**config.mk**
```make
export PLATFORM = sky130hd
export DESIGN_NAME = mem_access_unit
export DESIGN_NICKNAME = d
export VERILOG_FILES = /design/src/rtl/mem_access_unit.sv
export SDC_FILE = /design/constraint.sdc
export NUM_CORES = 1
export LEC_CHECK = 0
export ABC_AREA = 1
export BUFFER_PORTS_ARGS = -buffer_cell sky130_fd_sc_hd__clkbuf_2
export CORE_ASPECT_RATIO = 0.8
export CORE_UTILIZATION = 49
export DETAILED_ROUTE_END_ITERATION = 12
export PLACE_DENSITY_LB_ADDON = 0.25
export RECOVER_POWER = 25
export SLEW_MARGIN = 10
export SYNTH_ARGS = -nofsm -noshare
export SYNTH_HDL_FRONTEND = slang
export SYNTH_SLANG_ARGS = --single-unit
```
**constraint.sdc**
```tcl
create_clock -name clk -period 2.4 [get_ports clk]
set_clock_uncertainty 0.2 [all_clocks]
set_input_delay 0.36 -clock clk [delete_from_list [all_inputs] [get_ports clk]]
set_output_delay 0.36 -clock clk [all_outputs]
set_load 0.05 [all_outputs]
```
**src/rtl/mem_access_unit.sv**
```systemverilog
`default_nettype none
// ============================================================================
// Module      : mem_access_unit
// Description : MEM-stage load/store unit. Accepts one load or store from
//               the pipeline, checks alignment, and issues it as a single
//               transaction on an SRAM-like data bus. The pipeline is
//               stalled until the response arrives. Load data is extracted
//               and sign/zero-extended from the returned word. A flush
//               during a transaction lets the bus transfer complete but
//               suppresses the load result.
// Ports       : clk, resetn (async, active-low)
//               mem_en/mem_wr/mem_op/mem_addr/mem_wdata/flush - from MEM stage
//               stall, load_valid, load_data, adel, ades     - to pipeline
//               data_req/data_wr/data_size/data_addr/data_wdata - bus request
//               data_addr_ok/data_data_ok/data_rdata            - bus response
// Revision    : 1.0 - initial release
// ============================================================================
module mem_access_unit (
    input  logic        clk,
    input  logic        resetn,
    input  logic        mem_en,
    input  logic        mem_wr,
    input  logic [2:0]  mem_op,
    input  logic [31:0] mem_addr,
    input  logic [31:0] mem_wdata,
    input  logic        flush,
    output logic        stall,
    output logic        load_valid,
    output logic [31:0] load_data,
    output logic        adel,
    output logic        ades,
    output logic        data_req,
    output logic        data_wr,
    output logic [1:0]  data_size,
    output logic [31:0] data_addr,
    output logic [31:0] data_wdata,
    input  logic        data_addr_ok,
    input  logic        data_data_ok,
    input  logic [31:0] data_rdata
);

    localparam logic [1:0] c_ST_IDLE = 2'd0;
    localparam logic [1:0] c_ST_REQ  = 2'd1;
    localparam logic [1:0] c_ST_WAIT = 2'd2;
    localparam logic [1:0] c_ST_DONE = 2'd3;

    logic [1:0]  r_state;
    logic [1:0]  w_state_next;

    logic        r_wr;
    logic [2:0]  r_op;
    logic [31:0] r_addr;
    logic [31:0] r_wdata;
    logic        r_cancel;
    logic [31:0] r_load_data;

    logic        w_op_legal;
    logic        w_is_half;
    logic        w_is_word;
    logic        w_misaligned;
    logic        w_launch;
    logic        w_capture;
    logic [31:0] w_wdata_fmt;
    logic [7:0]  w_byte;
    logic [15:0] w_half;
    logic [31:0] w_load_ext;

    // ------------------------------------------------------------------
    // Decode of the incoming MEM-stage request
    // ------------------------------------------------------------------
    assign w_op_legal   = (mem_op <= 3'd4);
    assign w_is_half    = (mem_op == 3'b010) || (mem_op == 3'b011);
    assign w_is_word    = (mem_op == 3'b100);
    // Reserved ops are neither half nor word, so they never raise an exception.
    assign w_misaligned = (w_is_half & mem_addr[0]) | (w_is_word & (|mem_addr[1:0]));
    assign w_launch     = mem_en & ~flush & ~w_misaligned & w_op_legal;

    assign adel = mem_en & ~mem_wr & w_misaligned & ~flush;
    assign ades = mem_en &  mem_wr & w_misaligned & ~flush;

    // Store data is replicated across the word so the slave can pick any lane.
    always_comb begin
        w_wdata_fmt = mem_wdata;
        case (mem_op[2:1])
            2'b00:   w_wdata_fmt = {4{mem_wdata[7:0]}};
            2'b01:   w_wdata_fmt = {2{mem_wdata[15:0]}};
            default: w_wdata_fmt = mem_wdata;
        endcase
    end

    // Response is taken either directly in REQ (accept and data together)
    // or later in WAIT.
    assign w_capture = ((r_state == c_ST_REQ)  & data_addr_ok & data_data_ok) |
                       ((r_state == c_ST_WAIT) & data_data_ok);

    // ------------------------------------------------------------------
    // Load-data lane extraction and extension
    // ------------------------------------------------------------------
    always_comb begin
        w_byte = data_rdata[7:0];
        case (r_addr[1:0])
            2'b00:   w_byte = data_rdata[7:0];
            2'b01:   w_byte = data_rdata[15:8];
            2'b10:   w_byte = data_rdata[23:16];
            default: w_byte = data_rdata[31:24];
        endcase
        w_half = r_addr[1] ? data_rdata[31:16] : data_rdata[15:0];
        w_load_ext = data_rdata;
        case (r_op)
            3'b000:  w_load_ext = {{24{w_byte[7]}}, w_byte};
            3'b001:  w_load_ext = {24'd0, w_byte};
            3'b010:  w_load_ext = {{16{w_half[15]}}, w_half};
            3'b011:  w_load_ext = {16'd0, w_half};
            default: w_load_ext = data_rdata;
        endcase
    end

    // ------------------------------------------------------------------
    // FSM: state register
    // ------------------------------------------------------------------
    always_ff @(posedge clk or negedge resetn) begin
        if (!resetn) begin
            r_state <= c_ST_IDLE;
        end else begin
            r_state <= w_state_next;
        end
    end

    // ------------------------------------------------------------------
    // FSM: next-state logic
    // ------------------------------------------------------------------
    always_comb begin
        w_state_next = r_state;
        case (r_state)
            c_ST_IDLE: if (w_launch) w_state_next = c_ST_REQ;
            c_ST_REQ:  if (data_addr_ok) w_state_next = data_data_ok ? c_ST_DONE : c_ST_WAIT;
            c_ST_WAIT: if (data_data_ok) w_state_next = c_ST_DONE;
            c_ST_DONE: w_state_next = c_ST_IDLE;
            default:   w_state_next = c_ST_IDLE;
        endcase
    end

    // ------------------------------------------------------------------
    // FSM: outputs
    // ------------------------------------------------------------------
    always_comb begin
        data_req   = 1'b0;
        stall      = 1'b0;
        load_valid = 1'b0;
        case (r_state)
            c_ST_IDLE: stall = w_launch;
            c_ST_REQ: begin
                data_req = 1'b1;
                stall    = 1'b1;
            end
            c_ST_WAIT: stall = 1'b1;
            c_ST_DONE: load_valid = ~r_wr & ~r_cancel;
            default: begin
                data_req   = 1'b0;
                stall      = 1'b0;
                load_valid = 1'b0;
            end
        endcase
    end

    // ------------------------------------------------------------------
    // Latched request, cancel flag and load result
    // ------------------------------------------------------------------
    always_ff @(posedge clk or negedge resetn) begin
        if (!resetn) begin
            r_wr        <= 1'b0;
            r_op        <= 3'd0;
            r_addr      <= 32'd0;
            r_wdata     <= 32'd0;
            r_cancel    <= 1'b0;
            r_load_data <= 32'd0;
        end else begin
            if ((r_state == c_ST_IDLE) && w_launch) begin
                r_wr     <= mem_wr;
                r_op     <= mem_op;
                r_addr   <= mem_addr;
                r_wdata  <= w_wdata_fmt;
                r_cancel <= 1'b0;
            end
            // The bus transfer cannot be withdrawn, so a flush only marks it.
            if (((r_state == c_ST_REQ) || (r_state == c_ST_WAIT)) && flush) begin
                r_cancel <= 1'b1;
            end
            // A flush arriving in the capture cycle itself also suppresses it.
            if (w_capture && !r_wr && !r_cancel && !flush) begin
                r_load_data <= w_load_ext;
            end
        end
    end

    assign load_data  = r_load_data;
    assign data_wr    = r_wr;
    assign data_size  = r_op[2:1];
    assign data_addr  = r_addr;
    assign data_wdata = r_wdata;

endmodule
`default_nettype wire

```
==> flow_summary_export.csv <==
group,metric,value,unit
cts,ctsResizeCount,0,
logic_synthesis,yosysWarnings,0,
logic_synthesis,ys_types,26,
floorplanning,dieArea,0.0110,mm^2
finish,syn_to_final_growth,29.6,%
placed_design,portBuffers,209,
logic_synthesis,synth_ff_type,"dfrtp_1",
power_and_ir_drop,power.leakage,4.13,nW
timing,hold_violations,0,
floorplanning,die_h,94.2,um
floorplanning,io_pins,210,
routing,vias,5129,
placed_design,place.gp.congestion,0.960,
critical_path,cp-start-kind,"flip-flop",
critical_path,critPathKind,"flip-flop to primary output",
cts,clock_sinks,103,
run,max_cap_viol_count,0,
timing,finalSetupViolations,0,
floorplanning,rows,33,
power_and_ir_drop,power_density,1590,mW/mm^2
timing,fin_setup_tns,0,ns
timing,rsz0062_at_grt,"false",
power_and_ir_drop,ir_drop,0.000999,V
timing,finalCritPeriodShare,95.2,%
routing,dr.pass1.iters,5,
global_routing,grt_first_pass_wirelength,23000,um
finish,final_layout_size_suffix_gt1_share,28.3,%
critical_path,reg2reg_setup_slack,0.23,ns
routing,drt_iter0_drc,291,
finish,fin_cells,1065,
worst_hold_path,min_from,"mem_addr[6]",
timing,max_slew_margin,24.8,%
finish,final_util,65.6,%
global_routing,antenna_found_initial,0,
timing,timing.fmax,438,MHz
logic_synthesis,syn_area_per_cell,7.30,um^2
placed_design,dpl_cell_area,0.00638,mm^2
floorplanning,start_util,50.7,%
critical_path,path_max_fanout,8,
finish,n_antenna_cell,0,
logic_synthesis,synth_common_cells,"317 x nand2_1, 103 x dfrtp_1, 60 x inv_1",
routing,wl,14100,um
finish,fin_area,0.00675,mm^2
worst_hold_path,holdPathEnd,"data_addr[6]",
critical_path,reg2reg_to,"load_data[24]",
finish,finalNetCount,1032,
global_routing,grt_pass1_vias,4800,
cts,post_cts_buffers,0,
logic_synthesis,syn_area,0.00521,mm^2
cts,hold_buffers,10,
cts,path_clk_slew,0.08,ns
timing,finalCriticalPeriod,2.28,ns
critical_path,cp.arrival,1.72,ns
outcome,status,"finished, final reports clean",
placed_design,dp_hpwl,10500,um
timing,drv_slew,0,
critical_path,r2r_start,"r_state[1]",
global_routing,grt_overflow,0,
logic_synthesis,netlist.area_leader.share,49.5,%
routing,viasPerCell,4.82,
cts,clockBufferDepth,2,
critical_path,critPathCaptureType,"primary output",
logic_synthesis,yosysMostFrequentCell,"nand2_1",
floorplanning,die_w,117,um
critical_path,cp.required,1.84,ns
logic_synthesis,yosysTopAreaCell,"dfrtp_1",
logic_synthesis,syn_nets,825,
worst_hold_path,whs_path_depth,3,
cts,cts-root-buf,"clkbuf_16",
global_routing,grtUsageTotal,27.2,%
worst_hold_path,hold_class,"input pin to flip-flop",
floorplanning,core,0.0103,mm^2
routing,drc,0,
logic_synthesis,async_flop_share,100,%
logic_synthesis,synth_cells,714,
cts,tritoncts,"built",
logic_synthesis,synthTopCellsByArea,"dfrtp_1 49%, nand2_1 23%, inv_1 4.3%",
logic_synthesis,ys_ff_latch,103,
logic_synthesis,yosysSeqAreaShare,49.5,%
cts,clk_latency,0.35,ns
timing,worst_pin_slew,1.13,ns
global_routing,grt_max_degree,58,
critical_path,reg2regPathDepth,10,
cts,cts_buffers,9,
logic_synthesis,synth_edf_count,0,
routing,antenna_left,0,
placed_design,dp.cells,1040,
cts,cts_max_level,3,
routing,wl_per_cell,13.3,um
power by group:
| part | switching, mW | internal [mW] |
|---|---|---|
| Sequential | 0.568 | 2.59 |
| Clock | 0.690 | 0.718 |
| Combinational | 4.74 | 1.45 |
sequential cells by signal, summed over array words and instances, names as in the netlist:
register and cells:
r_cancel 1, r_state 2, data_addr 32, load_data 32, r_op 3, data_wr 1, data_wdata 32
critical path, cell delays in order, from the launching register on:
cell,delay (ns)
dfrtp_1,0.43
inv_1,0.14
ha_1,0.24
nand3_4,0.14
a21oi_2,0.15
clkbuf_2,0.28
cell families (layout without fill, tap and decap cells):
| logic type | Yosys count | count (layout) | share of synthesized area (%) |
|---|---|---|---|
| buffers and inverters | 101 | 312 | 8.34 |
| adder cells (fa/ha/maj) | 5 | 5 | 1.20 |
| AO/OA/AOI/OAI | 74 | 74 | 7.40 |
| AND/OR/NAND/NOR | 431 | 431 | 33.6 |
| flip-flops | 103 | 103 | 49.5 |
per-layer routing:
layer	track usage [%]	share of wire, %	vias to the layer above
met5	0	0	-
met4	9.49	2.3	0
met3	5.87	7.9	30
met2	41.2	45	211
met1	38.4	45	2276
li1	-	-	2612
cell type report:
cell class	count	area (um^2)
Fill cell	962	3530
Sequential cell	103	2580
Multi-Input combinational cell	510	2200
Timing Repair Buffer	233	1280
Inverter	64	240
Clock buffer	9	225
Tap cell	140	175
Clock inverter	6	51.3
through the flow:
stage	hold WS [ns]	setup slack (ns)	total power [mW]
2_1_floorplan	-0.136	0.00471	7.85
3_3_place_gp	0.0573	0.324	9.27
3_5_place_dp	0.0628	0.249	9.36
4_1_cts	0.000975	0.103	10.8
5_1_grt	0.00269	0.000790	11.5
6_report	0.00901	0.116	10.7
worst max-delay path by stage:
stage,start,to
6_report,r_state[0],stall
5_1_grt,r_state[0],stall
4_1_cts,r_state[0],stall
3_5_place_dp,r_state[1],load_data[24]
3_3_place_gp,r_state[1],load_data[28]
2_1_floorplan,mem_op[2],adel
cells in the final DEF, fill, tap and decap left out:
cell,synthesis,final
nand2_1,317,317
clkbuf_2,0,208
dfrtp_1,103,103
inv_1,60,60
nor2_1,47,47
nand3_1,41,41
o21ai_0,34,34
a21oi_1,31,30
or2_2,17,17
dlygate4sd3_1,0,10
buf_4,3,10
clkbuf_16,0,9
o22ai_1,7,7
ha_1,5,5
inv_2,3,3
nor3_1,3,3
inv_6,0,3
a21oi_2,1,2
buf_12,0,2
nor2_4,1,1
nand2_2,1,1
nand3_4,1,1
nor3b_1,1,1
nand4_1,1,1
clkinv_1,1,1
o211ai_1,1,1
nand3b_1,1,1
clkinv_4,0,1
clkinv_2,0,1
inv_8,0,1
clkbuf_1,17,1
clkbuf_4,0,1
buf_6,4,1
Power figures use the tool's default switching activity.
